<file path="src/rtl/dp_ram2.sv">
// Shared-array two-port RAM with a single active port per cycle (cs picks A or B).
// Registered read outputs; writes do not pass through to the outputs.
module dp_ram2 #(
  parameter int ADDR_W = 3,
  parameter int DATA_W = 3,
  parameter int DEPTH  = 2**ADDR_W
) (
  input  logic              clk,
  input  logic              rst_n,
  input  logic              cs,
  input  logic              we,
  input  logic [ADDR_W-1:0] addr_a,
  input  logic [DATA_W-1:0] data_a,
  output logic [DATA_W-1:0] data_aout,
  input  logic [ADDR_W-1:0] addr_b,
  input  logic [DATA_W-1:0] data_b,
  output logic [DATA_W-1:0] data_bout
);

  logic [DATA_W-1:0] mem [DEPTH];

  // Memory sits in the reset domain so an asynchronous reset discards every stored word.
  always_ff @(posedge clk or negedge rst_n) begin
    if (!rst_n) begin
      for (int unsigned i = 0; i < DEPTH; i++) mem[i] <= '0;
      data_aout <= '0;
      data_bout <= '0;
    end else if (cs) begin
      if (we) mem[addr_a] <= data_a;
      else    data_aout   <= mem[addr_a];
    end else begin
      if (we) mem[addr_b] <= data_b;
      else    data_bout   <= mem[addr_b];
    end
  end

endmodule

</file>
<file path="config.mk">
export PLATFORM = sky130hd
export DESIGN_NAME = dp_ram2
export DESIGN_NICKNAME = d
export VERILOG_FILES = /design/src/rtl/dp_ram2.sv
export SDC_FILE = /design/constraint.sdc
export NUM_CORES = 1
export LEC_CHECK = 0
export ABC_AREA = 1
export BUFFER_PORTS_ARGS = -buffer_cell sky130_fd_sc_hd__buf_4
export CORE_MARGIN = 2
export CORE_UTILIZATION = 50
export DETAILED_ROUTE_END_ITERATION = 8
export PLACE_DENSITY = 0.68
export REMOVE_ABC_BUFFERS = 1
export SYNTH_ARGS = -nofsm -noshare
export SYNTH_HDL_FRONTEND = slang
export SYNTH_SLANG_ARGS = --single-unit
</file>
<file path="constraint.sdc">
create_clock -name clk -period 1.1 [get_ports clk]
set_clock_uncertainty 0.1 [all_clocks]
set_input_delay 0.275 -clock clk [delete_from_list [all_inputs] [get_ports clk]]
set_output_delay 0.275 -clock clk [all_outputs]
set_load 0.02 [all_outputs]
</file>
# Word-level counts from Yosys, hierarchy flattened
# Cells that the tools add are included.
word_totals:
  register_bits: 30
  in_bits: 16
  out_inout_bits: 6
  word_cells: 37
op_classes:
  n_lt_le_gt_ge: 4
  mux: 15
  bitwise: 4
  reduce_logical: 4
op_table:
  columns: ["cell", "n"]
  rows:
  - ["$mux 24", 3]
  - ["$bwmux 24", 2]
  - ["$bmux 3 s3", 2]
  - ["$demux 3 s3", 2]
  - ["$mux 3", 6]
  - ["$ge 4x4->1 const B", 2]
  - ["$lt 4x1->1 const B", 2]
  - ["$not 3->4", 2]
  - ["$reduce_and 2->1", 2]
  - ["$logic_and 1x1->1", 2]
  - ["$not 1->1", 2]

# Logic depth before layout (Yosys ltp)
# Gate-level depths: netlist of run 1.
logic_depth:
  depth_word: 8
  depth_mapped: 11
  mapped_depth_nobuf: 9

# Worst setup path after synthesis of run 1
# No wires, ideal clock.
synth_timing:
  path_kind: "input -> register"
  from: "in addr_a[0]"
  to: "reg mem[21] (netlist bit)"
  setup_time_ns: 0.122
  arrival_ns: 0.958
  required_time_ns: 0.878
  setup_slack_ns: -0.080
  path_stages: 8
  path_buffers: 2
  path_cell_list: "buf_6 inv_4 buf_4 nand2_2 nand2_1 nand3_2 nand2_1 o21ai_1"
synth_via:
  elab_chain_cells: 8
  word_cells_on_any_way: 9
  cone_classes: "order compare: 2; mux: 5; bitwise: 1; reduce/logical: 1"
synth_rtl:
  columns: ["item", "line", "source"]
  rows:
  - ["start, declared", "12", "input logic [ADDR_W-1:0] addr_a,"]
  - ["$not 3->4 (not written as such) *", "29", "if (we) mem[addr_a] <= data_a;"]
  - ["$ge 4x4->1 (not written as such) or $lt 4x1->1 (tied branches)", "29", null]
  - ["$logic_and 1x1->1 (not written as such)", "29", null]
  - ["$mux 3 (not written as such)", "29", null]
  - ["$demux 3 s3 *", "29", null]
  - ["$bwmux 24 *", "29", null]
  - ["$mux 24 *", "29", null]
  - ["$mux 24 *", "28", "end else if (cs) begin"]
  - ["end signal, assigned by index", "29", null]
  - ["end signal, assigned by index", "32", "if (we) mem[addr_b] <= data_b;"]
  - ["end, declared", "20", "logic [DATA_W-1:0] mem [DEPTH];"]
# Mark *: on every way between the ends. The rest lies on a longest branch, timed or not. The select of a mux whose other input is x is not followed.
# A chain may end at the register's enable or synchronous reset.

# Final worst setup path of run 1
layout_timing:
  from: "reg data_bout[0]"
  to: "out data_bout[0]"
layout_rtl:
  columns: ["item", "line", "source"]
  rows:
  - ["start, declared", "17", "output logic [DATA_W-1:0] data_bout"]
  - ["start signal, assigned", "33", "else data_bout <= mem[addr_b];"]
# No word-level cell between the ends.

==> summary.md, run 1 <==
| Metric | Value |
|---|---|
| Area growth syn-to-layout | `26.6%` |
| Clock transition at the register clock pins on the worst setup and hold paths after CTS | `0.06 ns` |
| Post-synthesis instance area | `0.00231 mm^2` |
| Kind of end point of the critical path | `primary output` |
| Fin crit period | `~1.2 ns` |
| Worst slew slack as a fraction of its limit | `0.733` |
| Portion of synthesized cell area occupied by the leading cell type | `0.350` |
| Setup Crit Path Kind | `reg2out` |
| Final net count | `458` |
| Violations in the final reports | `setup timing` |
| Max-cap violations | `0` |
| Power per unit of standard cell area | `approximately 1100 mW/mm^2` |
| Largest net degree at the start of global routing | `31` |
| CP Data Arrival Time | `roughly 0.83 ns` |
| Switching part of the total | `0.335` |
| Count of buffers from port buffering | `21` |
| Power dissipated by switching net loads | `roughly 0.0011 W` |
| Average vias per placed instance | `between 4 and 5` |
| Post-Synthesis Mean Instance Area | `6.12 um^2` |
| Worst stage delay on the critical path | `~0.40 ns` |
| Combinational Power Share | `0.303` |
| List of cells traversed by the critical path | `buf_6` |
| Critical path launch point type | `flip-flop` |
| Max H-tree Level | `2` |
| Number of buffers and inverters on the critical path | `1` |
| Clock Path Buffers | `2` |
| # IOs | `22` |
| Diode count | `0` |
| Least-Margin Pin Slew | `0.400 ns` |
| Remaining number of nets flagged by the antenna check after routing | `0` |
| Worst hold margin | `approximately 0.25 ns` |
| Initial DRC Count | `~200` |
| Number of gates on the worst path with buffers counted | `1` |
| Via total after detailed routing | `between 2000 and 2500` |
| Via count of the first global-routing pass | `approximately 2400` |
| Gr ovfl total | `0` |
| Pleak | `roughly 1.7 nW` |
| Critical path's slowest cell | `sky130_fd_sc_hd__dfrtp_1` |
| Total half-perimeter wirelength after legalization and detailed placement | `4.99 mm` |
| Portion of total power attributed to sequential cells | `0.414` |
| Seq cells post-synth | `30` |
| Highest net fanout along the worst path | `2` |
| Async S/R FF share, synth | `1.00` |
| End-of-flow core utilization | `0.662` |
| DR DRC count | `0` |
| Fraction of layout cells with a size suffix above 1 | `0.230` |
| Status | `finished with violations` |
| Prevailing post-synth register cell | `sky130_fd_sc_hd__dfrtp_1` |
| Data required time at the worst endpoint | `a little over 0.7 ns` |
| RSZ-0062 raised after global routing | `true` |
| Number of slew-limit violations in the final report | `0` |
| Router iterations before antenna repair | `4` |
| Cell count after synthesis | `377` |
| Core footprint | `about 0.0044 mm^2` |
| Site Rows | `24` |
| Maximum VDD drop | `approximately 0.00090 V` |
| Cell-internal power | `~0.0022 W` |
| Min-Delay Path Depth | `5` |
| Worst min-delay path category | `in2reg` |
| Relative contribution of the clock network to total power | `0.283` |
| Number of buffers created by CTS | `5` |
| Count of final setup violators | `6` |
| Dominant cell type by area after synthesis | `sky130_fd_sc_hd__nand2_1` |
| Timing-limited maximum frequency | `between 800 and 900 MHz` |
| Part of the cycle the worst path needs | `1.09` |
| Number of distinct library cells after synthesis | `22` |
| Cell family with most CP delay | `flip-flops` |
| Die ar. | `around 0.0052 mm^2` |
| Antenna violations before repair | `0` |
| Overall die height | `a little over 70 um` |
| Cell types with the largest area share after synthesis | `sky130_fd_sc_hd__nand2_1 35%, sky130_fd_sc_hd__dfrtp_1 33%, sky130_fd_sc_hd__inv_1 5.4%` |
| Clock Latency Late Sink | `0.29 ns` |
| Cell chosen for the clock root | `sky130_fd_sc_hd__clkbuf_8` |
| Post-detailed-route wirelength per cell | `between 10 and 15 um` |
| Effective utilization at floorplan | `0.523` |
| All-Layer GR Usage | `0.278` |
| TritonCTS clock tree | `done` |
| Final worst-path setup slack | `-0.102 ns` |
| Wire length of the first global-routing pass | `about 11 mm` |
| Number of cells traversed by the worst register-to-register path | `8` |
| Number of synthesized flops with an enable pin | `0` |
| Routed wire length | `roughly 6.4 mm` |
| Most frequent cells after synthesis | `215 x sky130_fd_sc_hd__nand2_1, 33 x sky130_fd_sc_hd__inv_1, 30 x sky130_fd_sc_hd__dfrtp_1` |
| Dominant cell by count in the synthesized netlist | `sky130_fd_sc_hd__nand2_1` |
| Register area share after synthesis | `0.325` |
| Final hold vios | `0` |
| Clock net sink count | `30` |
| Number of synthesis warnings | `0` |
| Global placement routability congestion | `about 0.95` |
| X dimension of the die | `around 72 um` |
## tightest hold or removal path, cell delays in order
cell and delay (ns):
sky130_fd_sc_hd__buf_4 0.13, sky130_fd_sc_hd__nand2_1 0.06, sky130_fd_sc_hd__nand2_1 0.06, sky130_fd_sc_hd__nand2_1 0.04
sky130_fd_sc_hd__nand2_1 0.04
## metrics by stage
| stage | TNS (ns) | instance area [um^2] | cells | total power (W) | worst slack [ns] |
|---|---|---|---|---|---|
| 6_report | -0.534 | 2920 | 495 | 0.00328 | -0.102 |
| 5_1_grt | -1.11 | 2920 | 495 | 0.00350 | -0.135 |
| 4_1_cts | -0.597 | 2860 | 488 | 0.00325 | -0.117 |
| 3_5_place_dp | -5.77 | 2720 | 477 | 0.00227 | -0.282 |
| 3_3_place_gp | -5.43 | 2720 | 477 | 0.00226 | -0.268 |
| 2_1_floorplan | -0.189 | 2200 | 365 | 0.00183 | -0.0270 |
## routing by layer
layer	up-vias	share of wire	track usage
met1	1092	0.45	0.365
met5	-	0	0
met4	0	0.020	0.124
met3	14	0.064	0.0556
li1	1282	-	-
met2	80	0.47	0.447
## layout make-up
type / instances / area, um^2
well taps: 52 / 65.1
fillers: 429 / 1490
multi-input cells: 296 / 1300
clock inverters: 1 / 5.00
clock buffers: 7 / 86.3
inverters: 39 / 150
flip-flops and latches: 30 / 751
repair buffers: 70 / 563
## worst paths after layout
path | to | slack (ns) | startpoint
max reg2reg | data_bout[2] | 0.01 | mem[11]
min in group asynchronous | mem[23] | 0.36 | rst_n
min | data_aout[1] | 0.25 | addr_a[2]
max | data_bout[0] | -0.10 | data_bout[0]
max in group asynchronous | data_aout[1] | 0.24 | rst_n
min reg2reg | data_bout[2] | 0.40 | data_bout[2]
## power groups by stage
| stage | sequential, W | clock [W] | combinational (W) |
|---|---|---|---|
| 3_5_place_dp | 0.00137 | 0 | 0.000899 |
| 6_report | 0.00136 | 0.000928 | 0.000992 |
| 5_1_grt | 0.00137 | 0.00100 | 0.00113 |
| 2_1_floorplan | 0.00136 | 0 | 0.000469 |
| 4_1_cts | 0.00136 | 0.000951 | 0.000943 |
| 3_3_place_gp | 0.00137 | 0 | 0.000889 |
## registers in the layout, indices dropped and copies added (netlist names)
signal	flops
data_aout	3
data_bout	3
mem	24
## cells in the final DEF, fill, tap and decap left out, types with 7 or more instances in the layout
master                      n
sky130_fd_sc_hd__buf_4     62
sky130_fd_sc_hd__dfrtp_1   30
sky130_fd_sc_hd__inv_1     33
sky130_fd_sc_hd__nand2_1  215
sky130_fd_sc_hd__nand3_1    7
sky130_fd_sc_hd__nand3_2    8
sky130_fd_sc_hd__nor2_1    15
sky130_fd_sc_hd__o21ai_0   15
sky130_fd_sc_hd__o21ai_1    9
sky130_fd_sc_hd__o22ai_1   12
## logic make-up after synthesis
logic type             Yosys count  synth area share
buffers and inverters           51             0.114
flip-flops                      30             0.325
AO/OA/AOI/OAI                   39            0.0943
AND/OR/NAND/NOR                257             0.467
## repair_timing
action | 4_1_cts | 5_1_grt
gates resized for setup | 6 | 2
pin swaps | 0 | 16
endpoints found under the setup margin | 6 | 19
hold endpoints to repair | 30 | 0
setup buffers | 2 | 7
hold buffers | 1 | 0
Note: power is estimated with default switching activity, not from simulation.
==> run 2: changes to the inputs <==
--- a/config.mk
+++ b/config.mk
@@ -11,6 +11,7 @@
 export CORE_UTILIZATION = 50
 export DETAILED_ROUTE_END_ITERATION = 8
 export PLACE_DENSITY = 0.68
+export RECOVER_POWER = 25
 export REMOVE_ABC_BUFFERS = 1
 export SYNTH_ARGS = -nofsm -noshare
 export SYNTH_HDL_FRONTEND = slang
==> summary.md, run 2 (synthesis gave the netlist of run 1 again) <==
| Metric | Value |
|---|---|
| Fraction of layout cells with a size suffix above 1 | `0.230` |
| Initial DRC Count | `~200` |
| Power dissipated by switching net loads | `between 0.001 and 0.0015 W` |
| # IOs | `22` |
| Hold path start | `addr_a[2]` |
| Power per unit of standard cell area | `1120 mW/mm^2` |
| Die ar. | `between 0.005 and 0.006 mm^2` |
| Critical path launch point type | `flip-flop` |
| Router iterations before antenna repair | `4` |
| Cell area after placement | `0.00272 mm^2` |
| Portion of total power attributed to sequential cells | `0.414` |
| Routed wire length | `around 6.4 mm` |
| Wire length of the first global-routing pass | `~11 mm` |
| Antenna violations before repair | `0` |
| X dimension of the die | `between 70 and 80 um` |
| Total half-perimeter wirelength after legalization and detailed placement | `roughly 5 mm` |
| Worst slew slack as a fraction of its limit | `0.713` |
| Kind of end point of the critical path | `primary output` |
| Overall die height | `just over 70 um` |
| Cell-internal power | `about 0.0022 W` |
| Timing-limited maximum frequency | `832 MHz` |
| Leading cell types in the layout, fill and taps excluded | `215 x sky130_fd_sc_hd__nand2_1, 61 x sky130_fd_sc_hd__buf_4, 33 x sky130_fd_sc_hd__inv_1` |
| Clock net sink count | `30` |
| Register name with the most flops | `mem` |
| Combinational Power Share | `0.303` |
| Max-cap violations | `0` |
| Area growth syn-to-layout | `26.6%` |
| List of cells traversed by the critical path | `buf_6` |
| Final net count | `458` |
| RSZ-0062 raised after global routing | `true` |
| Pleak | `approximately 1.7 nW` |
| Combined area of the multi-input logic cells | `0.00130 mm^2` |
| Clock Path Buffers | `2` |
| Source of the critical timing path | `data_bout[0]` |
| Part of the cycle the worst path needs | `1.09` |
| Top flop regs | `mem x24, data_aout x3, data_bout x3` |
| Highest net fanout along the worst path | `2` |
| Cell family with most CP delay | `flip-flops` |
| End-of-flow core utilization | `0.662` |
| Max reg flops | `24` |
| Number of slew-limit violations in the final report | `0` |
| Worst min-delay path category | `in2reg` |
| CP Data Arrival Time | `roughly 0.83 ns` |
| Least-Margin Pin Slew | `around 0.43 ns` |
| Clock Latency Late Sink | `0.29 ns` |
| Effective utilization at floorplan | `0.523` |
| Largest net degree at the start of global routing | `31` |
| Setup Crit Path Kind | `reg2out` |
| Fin area | `0.00292 mm^2` |
| Global placement routability congestion | `approximately 0.95` |
| TritonCTS clock tree | `done` |
| DR DRC count | `0` |
| Status | `finished with violations` |
| Final worst-path setup slack | `-0.102 ns` |
| Worst stage delay on the critical path | `approximately 0.40 ns` |
| Relative contribution of the clock network to total power | `0.283` |
| Remaining number of nets flagged by the antenna check after routing | `0` |
| Final hold vios | `0` |
| R2r startpoint | `mem[11]` |
| Worst hold margin | `~0.25 ns` |
| Via total after detailed routing | `roughly 2500` |
| All-Layer GR Usage | `0.278` |
| Count of final setup violators | `6` |
| Pre-CTS setup slack | `-0.282 ns` |
| Site Rows | `24` |
| Gr ovfl total | `0` |
| Data required time at the worst endpoint | `roughly 0.72 ns` |
| Number of buffers created by CTS | `5` |
| Non-filler cells, final | `495` |
| Violations in the final reports | `setup timing` |
| Placed cell count | `477` |
| Fin crit period | `approximately 1.2 ns` |
| Count of filler cells inserted in the layout | `approximately 430` |
| Sequential Area | `roughly 750 um^2` |
| Cell chosen for the clock root | `sky130_fd_sc_hd__clkbuf_8` |
| Max H-tree Level | `2` |
| Switching part of the total | `0.335` |
| Count of buffers from port buffering | `21` |
| Critical path's slowest cell | `sky130_fd_sc_hd__dfrtp_1` |
| Most frequent standard cell in the layout excluding fill and tap cells | `sky130_fd_sc_hd__nand2_1` |
| Core footprint | `0.00441 mm^2` |
| Number of buffers and inverters on the critical path | `1` |
| Clock transition at the register clock pins on the worst setup and hold paths after CTS | `approximately 0.06 ns` |
| Post-detailed-route wirelength per cell | `roughly 13 um` |
| Average vias per placed instance | `approximately 5` |
| Via count of the first global-routing pass | `around 2400` |
| Diode count | `0` |
| Maximum VDD drop | `between 0.0009 and 0.001 V` |
==> run 2: per-stage QoR <==
stage               setup TNS, ns  total power (W)
global placement            -5.43          0.00226
global route                -1.11          0.00350
CTS                        -0.597          0.00325
detailed placement          -5.77          0.00227
finish                     -0.534          0.00328
floorplan                  -0.189          0.00183
==> run 2: final timing paths <==
kind	endpoint	slack, ns	cells after the start
worst min-delay path	data_aout[1]	0.25	5
max in group asynchronous	data_aout[1]	0.19	2
worst max register to register	data_bout[2]	0.01	8
min in group asynchronous	mem[23]	0.39	2
worst max-delay path	data_bout[0]	-0.10	1
worst min register to register	data_bout[2]	0.40	2
==> run 2: final cells by class <==
| type | count | share of cell area |
|---|---|---|
| multi-input combinational | 296 | 0.446 |
| sequential | 30 | 0.257 |
| timing repair buffer | 70 | 0.193 |
| inverter | 39 | 0.0514 |
| clock buffer | 7 | 0.0295 |
| tap | 52 | 0.0223 |
| clock inverter | 1 | 0.00171 |
==> run 2: per-layer routing <==
| metal | track usage | vias up | part of all wire |
|---|---|---|---|
| li1 | - | 1282 | - |
| met1 | 0.365 | 1092 | 0.45 |
| met2 | 0.447 | 80 | 0.47 |
| met3 | 0.0556 | 14 | 0.064 |
| met4 | 0.124 | 0 | 0.020 |
| met5 | 0 | - | 0 |
==> run 2: power groups by stage <==
stage	combinational, W	clock, W	sequential (W)
3_3_place_gp	0.000889	0	0.00137
3_5_place_dp	0.000899	0	0.00137
5_1_grt	0.00113	0.00100	0.00137
2_1_floorplan	0.000469	0	0.00136
4_1_cts	0.000943	0.000951	0.00136
6_report	0.000992	0.000928	0.00136
==> run 2: what timing repair did <==
action / in CTS / in global routing
buffers inserted: 2 / 7
pin swaps: 0 / 16
gates resized for setup: 6 / 2
setup endpoints to repair: 6 / 19
hold endpoints to repair: 30 / 0
hold buffers: 1 / 0
